### config.mk
export PLATFORM = sky130hd
export DESIGN_NAME = instr_fetch
export DESIGN_NICKNAME = d
export VERILOG_FILES = /design/src/rtl/fetch_pkg.sv /design/src/rtl/instr_fetch_prog_mem.sv /design/src/rtl/instr_fetch.sv
export SDC_FILE = /design/constraint.sdc
export NUM_CORES = 1
export LEC_CHECK = 0
export BUFFER_PORTS_ARGS = -buffer_cell sky130_fd_sc_hd__buf_2
export CAP_MARGIN = 20
export CORE_MARGIN = 2
export CORE_UTILIZATION = 45
export DETAILED_ROUTE_END_ITERATION = 12
export HOLD_SLACK_MARGIN = 0.1
export SLEW_MARGIN = 0
export SYNTH_ARGS = -nofsm -noshare
export SYNTH_HDL_FRONTEND = slang
export SYNTH_HIERARCHICAL = 1
export SYNTH_SLANG_ARGS = --single-unit
### constraint.sdc
create_clock -name clk_i -period 2.3 [get_ports clk_i]
set_clock_uncertainty 0.15 [all_clocks]
set_input_delay 0.115 -clock clk_i [delete_from_list [all_inputs] [get_ports clk_i]]
set_output_delay 0.115 -clock clk_i [all_outputs]
set_load 0.05 [all_outputs]
### src/rtl/fetch_pkg.sv
// Shared types and constants for the instruction-fetch unit, the PC and the decoder.
package fetch_pkg;

    localparam int unsigned ADDR_W = 4;
    localparam int unsigned DATA_W = 8;

    localparam logic [7:0] OP_RESTART = 8'h01;
    localparam logic [7:0] OP_HALT    = 8'hFF;

    typedef enum logic [2:0] {
        S_IDLE,
        S_FETCH,
        S_LATCH,
        S_PRESENT,
        S_STEP,
        S_SETTLE,
        S_HALT
    } state_e;

    function automatic logic is_busy(input state_e s);
        return !((s == S_IDLE) || (s == S_HALT));
    endfunction

endpackage

### src/rtl/instr_fetch_prog_mem.sv
// Program memory: one synchronous write port, one synchronous read-first read port.
module prog_mem #(
    parameter int unsigned ADDR_W = fetch_pkg::ADDR_W,
    parameter int unsigned DATA_W = fetch_pkg::DATA_W
) (
    input  logic              clk_i,
    input  logic              we_i,
    input  logic [ADDR_W-1:0] waddr_i,
    input  logic [DATA_W-1:0] wdata_i,
    input  logic              re_i,
    input  logic [ADDR_W-1:0] raddr_i,
    output logic [DATA_W-1:0] rdata_o
);

    localparam int unsigned DEPTH = 2 ** ADDR_W;

    logic [DATA_W-1:0] mem_q [DEPTH];
    logic [DATA_W-1:0] rdata_q;

    // Both updates are non-blocking, so a same-address read returns the old word.
    always_ff @(posedge clk_i) begin
        if (we_i) begin
            mem_q[waddr_i] <= wdata_i;
        end
        if (re_i) begin
            rdata_q <= mem_q[raddr_i];
        end
    end

    assign rdata_o = rdata_q;

endmodule

### src/rtl/instr_fetch.sv
// Instruction fetch: reads the word at pc_i, hands it to the decoder, then strobes e_o for the PC.
module instr_fetch #(
    parameter int unsigned         ADDR_W  = fetch_pkg::ADDR_W,
    parameter int unsigned         DATA_W  = fetch_pkg::DATA_W,
    parameter logic [DATA_W-1:0]   OP_HALT = DATA_W'(fetch_pkg::OP_HALT)
) (
    input  logic              clk_i,
    input  logic              rst_ni,
    input  logic              en_i,
    input  logic [ADDR_W-1:0] pc_i,
    input  logic              ld_we_i,
    input  logic [ADDR_W-1:0] ld_addr_i,
    input  logic [DATA_W-1:0] ld_data_i,
    output logic [DATA_W-1:0] di_o,
    output logic              di_valid_o,
    input  logic              di_ready_i,
    output logic              e_o,
    output logic              halted_o,
    output logic              busy_o
);

    import fetch_pkg::*;

    state_e            state_q, state_d;
    logic [DATA_W-1:0] di_q, di_d;
    logic              di_valid_q, di_valid_d;
    logic              e_q, e_d;
    logic              halted_q, halted_d;
    logic              busy_q, busy_d;
    logic              rd_en_c;
    logic [DATA_W-1:0] rd_data;

    assign rd_en_c = (state_q == S_FETCH);

    prog_mem #(
        .ADDR_W (ADDR_W),
        .DATA_W (DATA_W)
    ) u_prog_mem (
        .clk_i   (clk_i),
        .we_i    (ld_we_i),
        .waddr_i (ld_addr_i),
        .wdata_i (ld_data_i),
        .re_i    (rd_en_c),
        .raddr_i (pc_i),
        .rdata_o (rd_data)
    );

    always_ff @(posedge clk_i or negedge rst_ni) begin
        if (!rst_ni) begin
            state_q <= S_IDLE;
        end else begin
            state_q <= state_d;
        end
    end

    // en_i only matters in IDLE and SETTLE, so a dropped enable lets the current instruction finish.
    always_comb begin
        state_d = state_q;
        unique case (state_q)
            S_IDLE:    if (en_i) state_d = S_FETCH;
            S_FETCH:   state_d = S_LATCH;
            S_LATCH:   state_d = S_PRESENT;
            S_PRESENT: if (di_ready_i) state_d = (di_q == OP_HALT) ? S_HALT : S_STEP;
            S_STEP:    state_d = S_SETTLE;
            S_SETTLE:  state_d = en_i ? S_FETCH : S_IDLE;
            S_HALT:    state_d = S_HALT;
            default:   state_d = S_IDLE;
        endcase
    end

    // di_q is only rewritten in LATCH so it is still valid when the PC samples it on e_o.
    always_comb begin
        di_d       = di_q;
        di_valid_d = di_valid_q;
        e_d        = 1'b0;
        halted_d   = (state_d == S_HALT);
        busy_d     = is_busy(state_d);
        unique case (state_q)
            S_LATCH: begin
                di_d       = rd_data;
                di_valid_d = 1'b1;
            end
            S_PRESENT: begin
                if (di_ready_i) begin
                    di_valid_d = 1'b0;
                    e_d        = (di_q != OP_HALT);
                end
            end
            default: ;
        endcase
    end

    always_ff @(posedge clk_i or negedge rst_ni) begin
        if (!rst_ni) begin
            di_q       <= '0;
            di_valid_q <= 1'b0;
            e_q        <= 1'b0;
            halted_q   <= 1'b0;
            busy_q     <= 1'b0;
        end else begin
            di_q       <= di_d;
            di_valid_q <= di_valid_d;
            e_q        <= e_d;
            halted_q   <= halted_d;
            busy_q     <= busy_d;
        end
    end

    assign di_o       = di_q;
    assign di_valid_o = di_valid_q;
    assign e_o        = e_q;
    assign halted_o   = halted_q;
    assign busy_o     = busy_q;

endmodule

==> out/results.tsv, run 1 <==
stage	metric	value	unit
cts	Clock Root Buffer	clkbuf_16	
critical_path	CP delay by family, top	buffers and inverters	
place	DP HPWL	7.35	mm
cts	Setup Buffers After CTS	0	
detailed_routing	DR WL/cell	21.1	um
die	Initial Utilization	46.5	%
critical_path	CP Max Fanout	8	
cts	hold_buf cts	15	
detailed_routing	Residual DRC	0	
pwr	part of the power in combinational logic	15.9	%
die	Rows	41	
cts	clk_lat worst skew	420	ps
yosys	Synth area leaders	edfxtp_1 (69%), mux4_2 (6.8%), dfrtp_1 (6.3%)	
cts	H-tree depth	4	
detailed_routing	DR iter-0 viols	181	
critical_path	CP peak stage delay	560	ps
cts	clock slew at reported path FFs	60	ps
die	Core Region	0.0127	mm2
die	I/O pins	33	
timing	worst setup margin	561	ps
timing	slew margin rel.	49.5	%
timing	Final setup viols	0	
timing	Worst Max-Slew Pin Slew	755	ps
critical_path	crit path buf inv count	4	
yosys	Syn. warnings	6	
critical_path	Arr. time, crit path	1710	ps
pwr	Sequential Power Share	47.3	%
grt	first-pass GRT wire length	17.8	mm
pwr	Peak VDD IR	0.541	mV
yosys	Synth Cell Area	0.00592	mm2
cts	clk buf depth	2	
cts	CTS resizes	0	
yosys	largest area contributor in the netlist	edfxtp_1	
critical_path	Reg2Reg Setup Slack	600	ps
final_layout	layout cells sized above 1	29.8	%
place	routability congestion estimate	0.717	
cts	clock buffer count from CTS	17	
critical_path	Setup crit start kind	primary input	
yosys	Post-Syn Area per Cell	21.0	um2
final_layout	Nets	377	
die	Die Span Y	119	um
grt	GR Util All Layers	17.8	%
timing	min Tclk post-route	1740	ps
detailed_routing	Routed Wire Length	11.4	mm
final_layout	Layout area overhead	19.8	%
yosys	post-synthesis sequential area ratio	75.3	%
detailed_routing	Routed Antenna Nets	0	
critical_path	WP data required	2270	ps
pwr	Leak Pwr	2.49	nW
run	# Max-Cap Violations	0	
timing	Slew Viols, Final	0	
critical_path	crit end category	register	
yosys	Synth cell types	33	
cts	CTS Sinks	151	
die	die area	0.0141	mm2
place	IO Port Bufs	32	
yosys	syn nets	303	
timing	fin crit share	75.6	%
grt	vias in the first global route	3092	
pwr	Sw Pwr	1.89	mW
timing	FMAX	575	MHz
detailed_routing	Avg Vias per Cell	5.48	
pwr	PD cells	1010	mW/mm2
die	die width	119	um
timing	hold violation total from the final report	0	
place	DP Worst Slack	361	ps
grt	initial antenna violation count	0	
detailed_routing	TritonRoute pass-1 iters	4	
critical_path	Top cell by count, worst path	dlygate4sd3_1	
yosys	#FFs+latches synth	151	
timing	RSZ-0062 raised after global routing	false	
grt	largest net degree at the start of global routing	19	
detailed_routing	via count	2966	
timing	setup total negative slack	0	ps
yosys	Syn Inst Count	282	
pwr	internal power	5.24	mW
final_layout	Fillers	1009	
critical_path	slowest cell on the critical path	dlygate4sd3_1	
grt	grt ovf	0	
worst_hold_path	Hold Crit Class	primary input to register	
pwr	switching portion of total power	26.5	%
status	status	complete, no violations	
yosys	share of the synthesized area in the top cell type	69.0	%
pwr	Clock Power Share	36.8	%
cts	TritonCTS clock tree	yes	
critical_path	crit-path cells	dlygate4sd3_1 -> buf_2 -> nor3_1 -> dlygate4sd3_1 -> buf_4	
critical_path	CP Class	primary input to register	
final_layout	ANT cells	0	
[stage by stage]
stage | utilization, % | total power, mW | hold WS (ps) | std cells | cell area [um2]
floorplan | - | 4.28 | -331 | 282 | 5920
CTS | 55.7 | 7.20 | 187 | 541 | 7090
global placement | 50.1 | 4.53 | -117 | 494 | 6380
global route | 55.7 | 7.40 | 237 | 541 | 7090
detailed placement | 50.1 | 4.55 | -113 | 494 | 6380
finish | 55.7 | 7.13 | 201 | 541 | 7090
[tightest hold or removal path, delay by kind of cell]
kind,cells,cell delay [ps]
buf+inv,2,280
simple gates,2,190
[sequential cells by signal, summed over array words and instances, names as in the netlist]
signal and cells:
u_prog_mem/rdata_o 8, e_o 1, busy_o 1, di_o 8, di_valid_o 1, u_prog_mem/mem_q 128, halted_o 1, state_q 3
[Yosys cell counts]
master	number
edfxtp_1	136
mux4_2	18
a22oi_1	16
nor2_1	16
dfrtp_1	15
mux4_1	14
nand2_1	12
mux2_4	8
buf_6	5
nor3_1	5
buf_2	4
clkdlybuf4s25_2	3
nand3_1	3
nand3b_1	3
a21o_1	2
inv_1	2
nand2b_1	2
nand4_1	2
nor2b_4	2
a211oi_1	1
a21oi_1	1
and2_1	1
and2b_1	1
buf_4	1
maj3_1	1
nor2b_1	1
nor3b_1	1
nor4_1	1
o21a_1	1
o21ai_0	1
o21ai_1	1
o31ai_1	1
or3b_2	1
[path summary, 6_finish.rpt]
kind                                   startpoint                       to  cells past startpoint
setup / recovery                     ld_addr_i[1]   u_prog_mem/mem_q[8][2]                      5
hold / removal                       ld_addr_i[2]  u_prog_mem/mem_q[15][6]                      4
setup reg to reg           u_prog_mem/mem_q[2][7]    u_prog_mem/rdata_o[7]                      3
hold reg to reg             u_prog_mem/rdata_o[4]                  di_o[4]                      1
max in group asynchronous                  rst_ni                  di_o[0]                      3
min in group asynchronous                  rst_ni               state_q[2]                      3
[area by class of cell]
cell class / count / area (um2) / share of cell area (%)
Sequential cell: 151 / 4460 / 62.9
Multi-Input combinational cell: 116 / 1340 / 18.9
Timing Repair Buffer: 68 / 505 / 7.13
Clock buffer: 18 / 429 / 6.05
Tap cell: 172 / 215 / 3.04
Clock inverter: 14 / 134 / 1.89
Inverter: 2 / 7.51 / 0.106
[placed cells by master, fill, tap and decap left out, types with 2 or more instances in the layout]
cell type | netlist | final
dfrtp_1 | 15 | 15
buf_4 | 1 | 18
clkbuf_16 | 0 | 17
nor3_1 | 5 | 5
bufinv_16 | 0 | 2
nor2_1 | 16 | 16
clkinv_1 | 0 | 3
dlygate4sd3_1 | 0 | 15
a21o_1 | 2 | 2
mux4_1 | 14 | 14
clkinvlp_4 | 0 | 4
nor2b_4 | 2 | 2
buf_12 | 0 | 3
nand3b_1 | 3 | 3
nand3_1 | 3 | 3
clkinv_2 | 0 | 3
mux4_2 | 18 | 18
nand2_1 | 12 | 12
nand4_1 | 2 | 2
nand2b_1 | 2 | 2
buf_2 | 4 | 32
edfxtp_1 | 136 | 136
a22oi_1 | 16 | 16
mux2_4 | 8 | 8
inv_1 | 2 | 2
[kinds of logic after synthesis]
logic type / Yosys count / synth area share, %
AO/OA/AOI/OAI: 24 / 2.92
multiplexers: 40 / 15.1
adder cells (fa/ha/maj): 1 / 0.169
flip-flops: 151 / 75.3
AND/OR/NAND/NOR: 51 / 4.44
buffers and inverters: 15 / 2.05
[per-layer routing]
layer	track usage, %	wire length (um)
met2	29.0	5750
met4	7.44	208
met3	4.73	519
met1	22.7	4930
met5	0	0
[power groups by stage]
stage,Combinational (mW),Clock [mW],Sequential (mW)
2_1_floorplan,0.569,0,3.71
3_3_place_gp,1.11,0,3.42
3_5_place_dp,1.12,0,3.43
4_1_cts,1.14,2.68,3.38
5_1_grt,1.21,2.79,3.40
6_report,1.13,2.62,3.37
No activity file was read; power rests on OpenSTA's default activity.
==> run 2, diff against run 1 <==
- ABC_AREA: default -> 1
- clock period: 2.3 -> 1.7 ns (I/O delays scaled with it)
==> out/results.tsv, run 2 <==
stage	metric	value	unit	change
status	status	complete, no violations		unchanged
yosys	Post-Syn Area per Cell	10.6	um2	was 21.0 um2
die	Rows	44		was 41
grt	vias in the first global route	4390		was 3,092
detailed_routing	DR iter-0 viols	410		was 181
die	Core Region	0.0144	mm2	was 0.0127 mm2
critical_path	WP data required	1680	ps	was 2270 ps
yosys	most frequent cell after synthesis	nand2_1		was edfxtp_1
cts	clk_lat worst skew	420	ps	about the same
yosys	post-synthesis sequential area ratio	68.2	%	was 75.3%
final_layout	commonest non-fill, non-tap cell in the layout	nand2_1		was edfxtp_1
grt	first-pass GRT wire length	24.1	mm	was 17.8 mm
place	IO Port Bufs	32		unchanged
timing	Worst Max-Slew Pin Slew	669	ps	was 755 ps
yosys	largest area contributor in the netlist	edfxtp_1		unchanged
timing	Slew Viols, Final	0		unchanged
cts	CTS resizes	0		unchanged
yosys	ys flop type	edfxtp_1		unchanged
pwr	PD cells	1350	mW/mm2	was 1010 mW/mm2
critical_path	CP Max Fanout	4		was 8
detailed_routing	TritonRoute pass-1 iters	5		was 4
final_layout	Reg with most FFs	u_prog_mem/mem_q		unchanged
critical_path	Setup crit start kind	primary input		unchanged
timing	RSZ-0062 raised after global routing	false		unchanged
place	DP HPWL	9.08	mm	was 7.35 mm
cts	TritonCTS clock tree	yes		unchanged
final_layout	most frequent cells in the layout	nand2_1 (187), edfxtp_1 (136), inv_1 (104), nand3_1 (100), buf_2 (32)		was edfxtp_1 (136), buf_2 (32), mux4_2 (18), buf_4 (18), clkbuf_16 (17)
timing	fin crit share	91.7	%	
yosys	share of the synthesized area in the top cell type	62.5	%	was 69.0%
worst_hold_path	hold_sp	ld_addr_i[0]		was ld_addr_i[2]
final_layout	layout cells sized above 1	15.1	%	was 29.8%
die	Initial Utilization	45.5	%	was 46.5%
detailed_routing	Residual DRC	0		unchanged
final_layout	max reg flops	128		unchanged
cts	Clock Root Buffer	clkbuf_16		unchanged
detailed_routing	Routed Antenna Nets	0		unchanged
yosys	Syn. warnings	6		unchanged
yosys	Post-synth EDFFs	136		unchanged
detailed_routing	Avg Vias per Cell	5.06		was 5.48
place	placed cells	830		was 494
yosys	top post-synthesis cells by count	nand2_1 (187), edfxtp_1 (136), inv_1 (104), nand3_1 (100), nor2_1 (20)		was edfxtp_1 (136), mux4_2 (18), a22oi_1 (16), nor2_1 (16), dfrtp_1 (15)
critical_path	Crit Reg-Reg Startpoint	state_q[0]		was u_prog_mem/mem_q[2][7]
grt	initial antenna violation count	0		unchanged
cts	clk buf depth	2		unchanged
detailed_routing	DR WL/cell	16.9	um	was 21.1 um
final_layout	ANT cells	0		unchanged
run	# Max-Cap Violations	0		unchanged
timing	FMAX	642	MHz	
timing	setup total negative slack	0	ps	unchanged
final_layout	Post-Layout Cell Count	878		was 541
yosys	Syn Inst Count	615		was 282
critical_path	critical path startpoint	ld_addr_i[1]		unchanged
die	die width	125	um	was 119 um
grt	M3 GR Usage	4.42	%	was 4.73%
yosys	Synth cell types	24		was 33
pwr	Peak VDD IR	0.671	mV	was 0.541 mV
final_layout	Nets	702		was 377
grt	grt ovf	0		unchanged
yosys	Synth area leaders	edfxtp_1 (62%), nand2_1 (11%), nand3_1 (7.7%)		was edfxtp_1 (69%), mux4_2 (6.8%), dfrtp_1 (6.3%)
timing	hold violation total from the final report	0		unchanged
final_layout	Layout area overhead	19.1	%	was 19.8%
grt	met2 Use GR	32.0	%	was 29.0%
timing	Final setup viols	0		unchanged
detailed_routing	Routed Wire Length	14.9	mm	was 11.4 mm
cts	clock buffer count from CTS	17		unchanged
worst_hold_path	Hold Crit Class	primary input to register		unchanged
yosys	syn nets	636		was 303
pwr	Leak Pwr	3.40	nW	was 2.49 nW
critical_path	CP Class	primary input to register		unchanged
timing	min Tclk post-route	1560	ps	
yosys	Synth Cell Area	0.00654	mm2	was 0.00592 mm2
critical_path	Arr. time, crit path	1540	ps	was 1710 ps
detailed_routing	via count	4443		was 2,966
grt	GR Util All Layers	20.3	%	was 17.8%
cts	hold_buf cts	16		was 15
cts	H-tree depth	4		unchanged
grt	largest net degree at the start of global routing	65		was 19
cts	clock slew at reported path FFs	50	ps	was 60 ps
die	I/O pins	33		unchanged
cts	Setup Buffers After CTS	0		unchanged
yosys	#FFs+latches synth	151		unchanged
grt	most used routing layer	met2		unchanged
critical_path	crit end category	register		unchanged
place	routability congestion estimate	0.809		was 0.717
die	Die Span Y	125	um	was 119 um
grt	GRT met1 Usage	27.7	%	was 22.7%
cts	CTS Sinks	151		unchanged
timing	slew margin rel.	55.2	%	was 49.5%
yosys	fraction of registers with async set/reset	9.93	%	unchanged
pwr	total power	10.5	mW	was 7.13 mW
die	die area	0.0155	mm2	was 0.0141 mm2
==> run 2: path summary, 6_finish.rpt <==
path / endpoint / slack, ps / cells after the start
worst min register to register: di_valid_o / 330 / 2
worst max-delay path: u_prog_mem/mem_q[2][4] / 140 / 5
min in group asynchronous: di_valid_o / 620 / 3
worst max register to register: u_prog_mem/rdata_o[5] / 160 / 4
max in group asynchronous: di_o[4] / 350 / 3
worst min-delay path: u_prog_mem/mem_q[3][2] / 160 / 4
==> run 2: through the flow <==
stage          cell area (um2)  hold slack, ps  utilization [%]  setup slack (ps)
5_1_grt                   7780             181             54.2              24.0
2_1_floorplan             6540            -361                -               248
6_report                  7780             156             54.2               142
4_1_cts                   7780             145             54.2               140
3_5_place_dp              6960            -141             48.4               150
3_3_place_gp              6960            -148             48.4               191
==> run 2: cell families after synthesis <==
group	share of synthesized area (%)
AO/OA/AOI/OAI	0.383
buffers and inverters	8.75
flip-flops	68.2
multiplexers	1.38
AND/OR/NAND/NOR	21.3
==> run 2: critical path, stage by stage <==
cell           delay, ps
dlygate4sd3_1        510
buf_2                110
nand2_1              110
nor2_1               150
dlygate4sd3_1        570
==> run 2: layer usage <==
| metal | vias to the layer above | routed length, um |
|---|---|---|
| met5 | - | 0 |
| met4 | 0 | 363 |
| met3 | 24 | 977 |
| met2 | 168 | 6910 |
| met1 | 2130 | 6630 |
| li1 | 2121 | - |
==> run 2: final cells by class <==
class                      count  area [um2]
fill                        1247        6580
sequential                   151        4460
multi-input combinational    332        1500
timing repair buffer          71         518
clock buffer                  24         502
inverter                     108         405
tap                          184         230
clock inverter                 8         166
==> run 2: power by group <==
group | leakage (nW) | internal [mW] | switching [mW] | total (mW)
Combinational | 1.66 | 0.528 | 1.23 | 1.75
Clock | 0.324 | 2.79 | 1.40 | 4.19
Sequential | 1.41 | 4.37 | 0.189 | 4.56
==> run 3, diff against run 2 <==
- clock period: 1.7 -> 1.5 ns (I/O delays scaled with it)
==> out/results.tsv, run 3 (synthesis gave the netlist of run 2 again) <==
stage	metric	value	unit	change
status	status	complete, no violations		unchanged
pwr	PD cells	1480	mW/mm2	was 1350 mW/mm2
grt	largest net degree at the start of global routing	65		unchanged
critical_path	crit-path cells	inv_2 -> nand3_4 -> nand2_4 -> nor2_4 -> nand3_2 -> nor2_4 -> nor2_2		was dlygate4sd3_1 -> buf_2 -> nand2_1 -> nor2_1 -> dlygate4sd3_1
detailed_routing	Residual DRC	0		unchanged
final_layout	Reg with most FFs	u_prog_mem/mem_q		unchanged
critical_path	reg2reg path depth	7		was 4
cts	clock slew at reported path FFs	60	ps	was 50 ps
final_layout	Nets	706		was 702
die	Core Region	0.0144	mm2	unchanged
final_layout	ANT cells	0		unchanged
run	# Max-Cap Violations	0		unchanged
cts	Clock Root Buffer	clkbuf_16		unchanged
cts	CTS Sinks	151		unchanged
critical_path	Crit Reg-Reg Startpoint	state_q[2]		was state_q[0]
timing	FMAX	715	MHz	
critical_path	CP Max Fanout	10		was 4
critical_path	CP delay by family, top	simple AND/OR/NAND/NOR gates		was buffers and inverters
detailed_routing	WL met3	826	um	was 977 um
final_layout	Fillers	1245		was 1,247
cts	TritonCTS clock tree	yes		unchanged
critical_path	r2r endpoint	busy_o		was u_prog_mem/rdata_o[5]
worst_hold_path	hold_sp	pc_i[2]		was ld_addr_i[0]
critical_path	Arr. time, crit path	1560	ps	was 1540 ps
detailed_routing	Routed Antenna Nets	0		unchanged
cts	clk_lat worst skew	420	ps	about the same
timing	hold violation total from the final report	0		unchanged
critical_path	Reg2Reg Setup Slack	100	ps	was 160 ps
detailed_routing	top sig layer	met4		unchanged
pwr	Peak VDD IR	0.772	mV	was 0.671 mV
final_layout	multi-input logic area	0.00150	mm2	unchanged
die	I/O pins	33		unchanged
timing	hold slack	114	ps	was 156 ps
place	DP HPWL	8.91	mm	was 9.08 mm
pwr	Leak Pwr	3.40	nW	about the same
final_layout	max reg flops	128		unchanged
timing	Final setup viols	0		unchanged
pwr	total power	11.5	mW	was 10.5 mW
timing	RSZ-0062 raised after global routing	false		unchanged
final_layout	Final Util	54.3	%	was 54.2%
timing	setup total negative slack	0	ps	unchanged
die	Die Span Y	125	um	unchanged
final_layout	most frequent cells in the layout	nand2_1 (187), edfxtp_1 (136), inv_1 (104), nand3_1 (100), buf_2 (32)		unchanged
cts	H-tree depth	4		unchanged
detailed_routing	DR iter-0 viols	398		was 410
critical_path	Setup crit start kind	register		was primary input
critical_path	CP Class	register to register		was primary input to register
die	Initial Utilization	45.5	%	unchanged
worst_hold_path	worst hold endpoint	u_prog_mem/rdata_o[6]		was u_prog_mem/mem_q[3][2]
detailed_routing	TritonRoute pass-1 iters	5		unchanged
critical_path	CP peak stage delay	460	ps	was 570 ps
critical_path	crit end category	register		unchanged
final_layout	layout cells sized above 1	15.3	%	was 15.1%
timing	Slew Viols, Final	0		unchanged
place	DP Worst Slack	64.9	ps	was 150 ps
cts	CTS resizes	0		unchanged
timing	min Tclk post-route	1400	ps	
worst_hold_path	hold path cells	6		was 4
critical_path	crit path buf inv count	1		was 3
timing	Worst Max-Slew Pin Slew	667	ps	was 669 ps
critical_path	slowest cell on the critical path	dfrtp_1		was dlygate4sd3_1
grt	initial antenna violation count	0		unchanged
timing	worst setup margin	101	ps	was 142 ps
final_layout	Seq. cell area	0.00446	mm2	unchanged
die	Rows	44		unchanged
detailed_routing	via count	4376		was 4,443
timing	slew margin rel.	55.4	%	was 55.2%
detailed_routing	metal1 wirelength	6.52	mm	was 6.63 mm
cts	clock buffer count from CTS	17		unchanged
grt	first-pass GRT wire length	23.0	mm	was 24.1 mm
worst_hold_path	Hold Crit Class	primary input to register		unchanged
detailed_routing	WL met2	6.70	mm	was 6.91 mm
detailed_routing	Avg Vias per Cell	4.96		was 5.06
final_layout	commonest non-fill, non-tap cell in the layout	nand2_1		unchanged
grt	GR Util All Layers	19.5	%	was 20.3%
die	die area	0.0155	mm2	unchanged
place	IO Port Bufs	32		unchanged
critical_path	WP data required	1660	ps	was 1680 ps
detailed_routing	DR WL/cell	16.3	um	was 16.9 um
final_layout	Layout area overhead	19.3	%	was 19.1%
grt	vias in the first global route	4264		was 4,390
grt	grt ovf	0		unchanged
timing	fin crit share	93.3	%	
die	die width	125	um	unchanged
detailed_routing	Routed Wire Length	14.4	mm	was 14.9 mm
cts	clk buf depth	2		unchanged
critical_path	Top cell by count, worst path	nor2_4		was dlygate4sd3_1
place	routability congestion estimate	0.833		was 0.809
==> run 3: worst max-delay path by stage <==
stage	from	end	cells past startpoint
after CTS	state_q[2]	busy_o	7
after global placement	pc_i[0]	u_prog_mem/rdata_o[7]	7
after floorplan	di_o[1]	busy_o	7
after global routing	state_q[2]	busy_o	6
after detailed placement	pc_i[1]	u_prog_mem/rdata_o[6]	6
final	state_q[2]	busy_o	7
==> run 3: timing repair <==
action / in CTS / in global routing
buffers inserted: 0 / 0
hold buffers: 18 / 0
endpoints found under the setup margin: 0 / 0
hold endpoints to repair: 158 / 0
==> run 3: routing by layer <==
layer | global-route usage [%] | up-vias
li1 | - | 2131
met1 | 26.9 | 2069
met2 | 31.0 | 153
met3 | 3.78 | 23
met4 | 7.01 | 0
met5 | 0 | -
==> run 3: stage by stage <==
| stage | instances | instance area, um2 |
|---|---|---|
| finish | 882 | 7800 |
| global route | 882 | 7800 |
| CTS | 882 | 7800 |
| detailed placement | 832 | 7000 |
| global placement | 832 | 7000 |
| floorplan | 615 | 6540 |
==> run 3: cell type report <==
cell class	instances	area share, %
multi-input combinational	332	19.3
timing repair buffer	75	7.41
inverter	108	5.20
clock inverter	5	0.706
sequential	151	57.2
clock buffer	27	7.27
tap	184	2.95
==> run 3: report_power, final <==
part,switching (mW),internal [mW]
Combinational,1.39,0.659
Clock,1.57,2.75
Sequential,0.201,4.95
Total,3.16,8.36
==> run 3: tightest hold or removal path: stages <==
cell and delay (ps):
buf_2 90, inv_1 60, buf_12 150, nand3_1 80
nand3_1 60, nand2_1 60
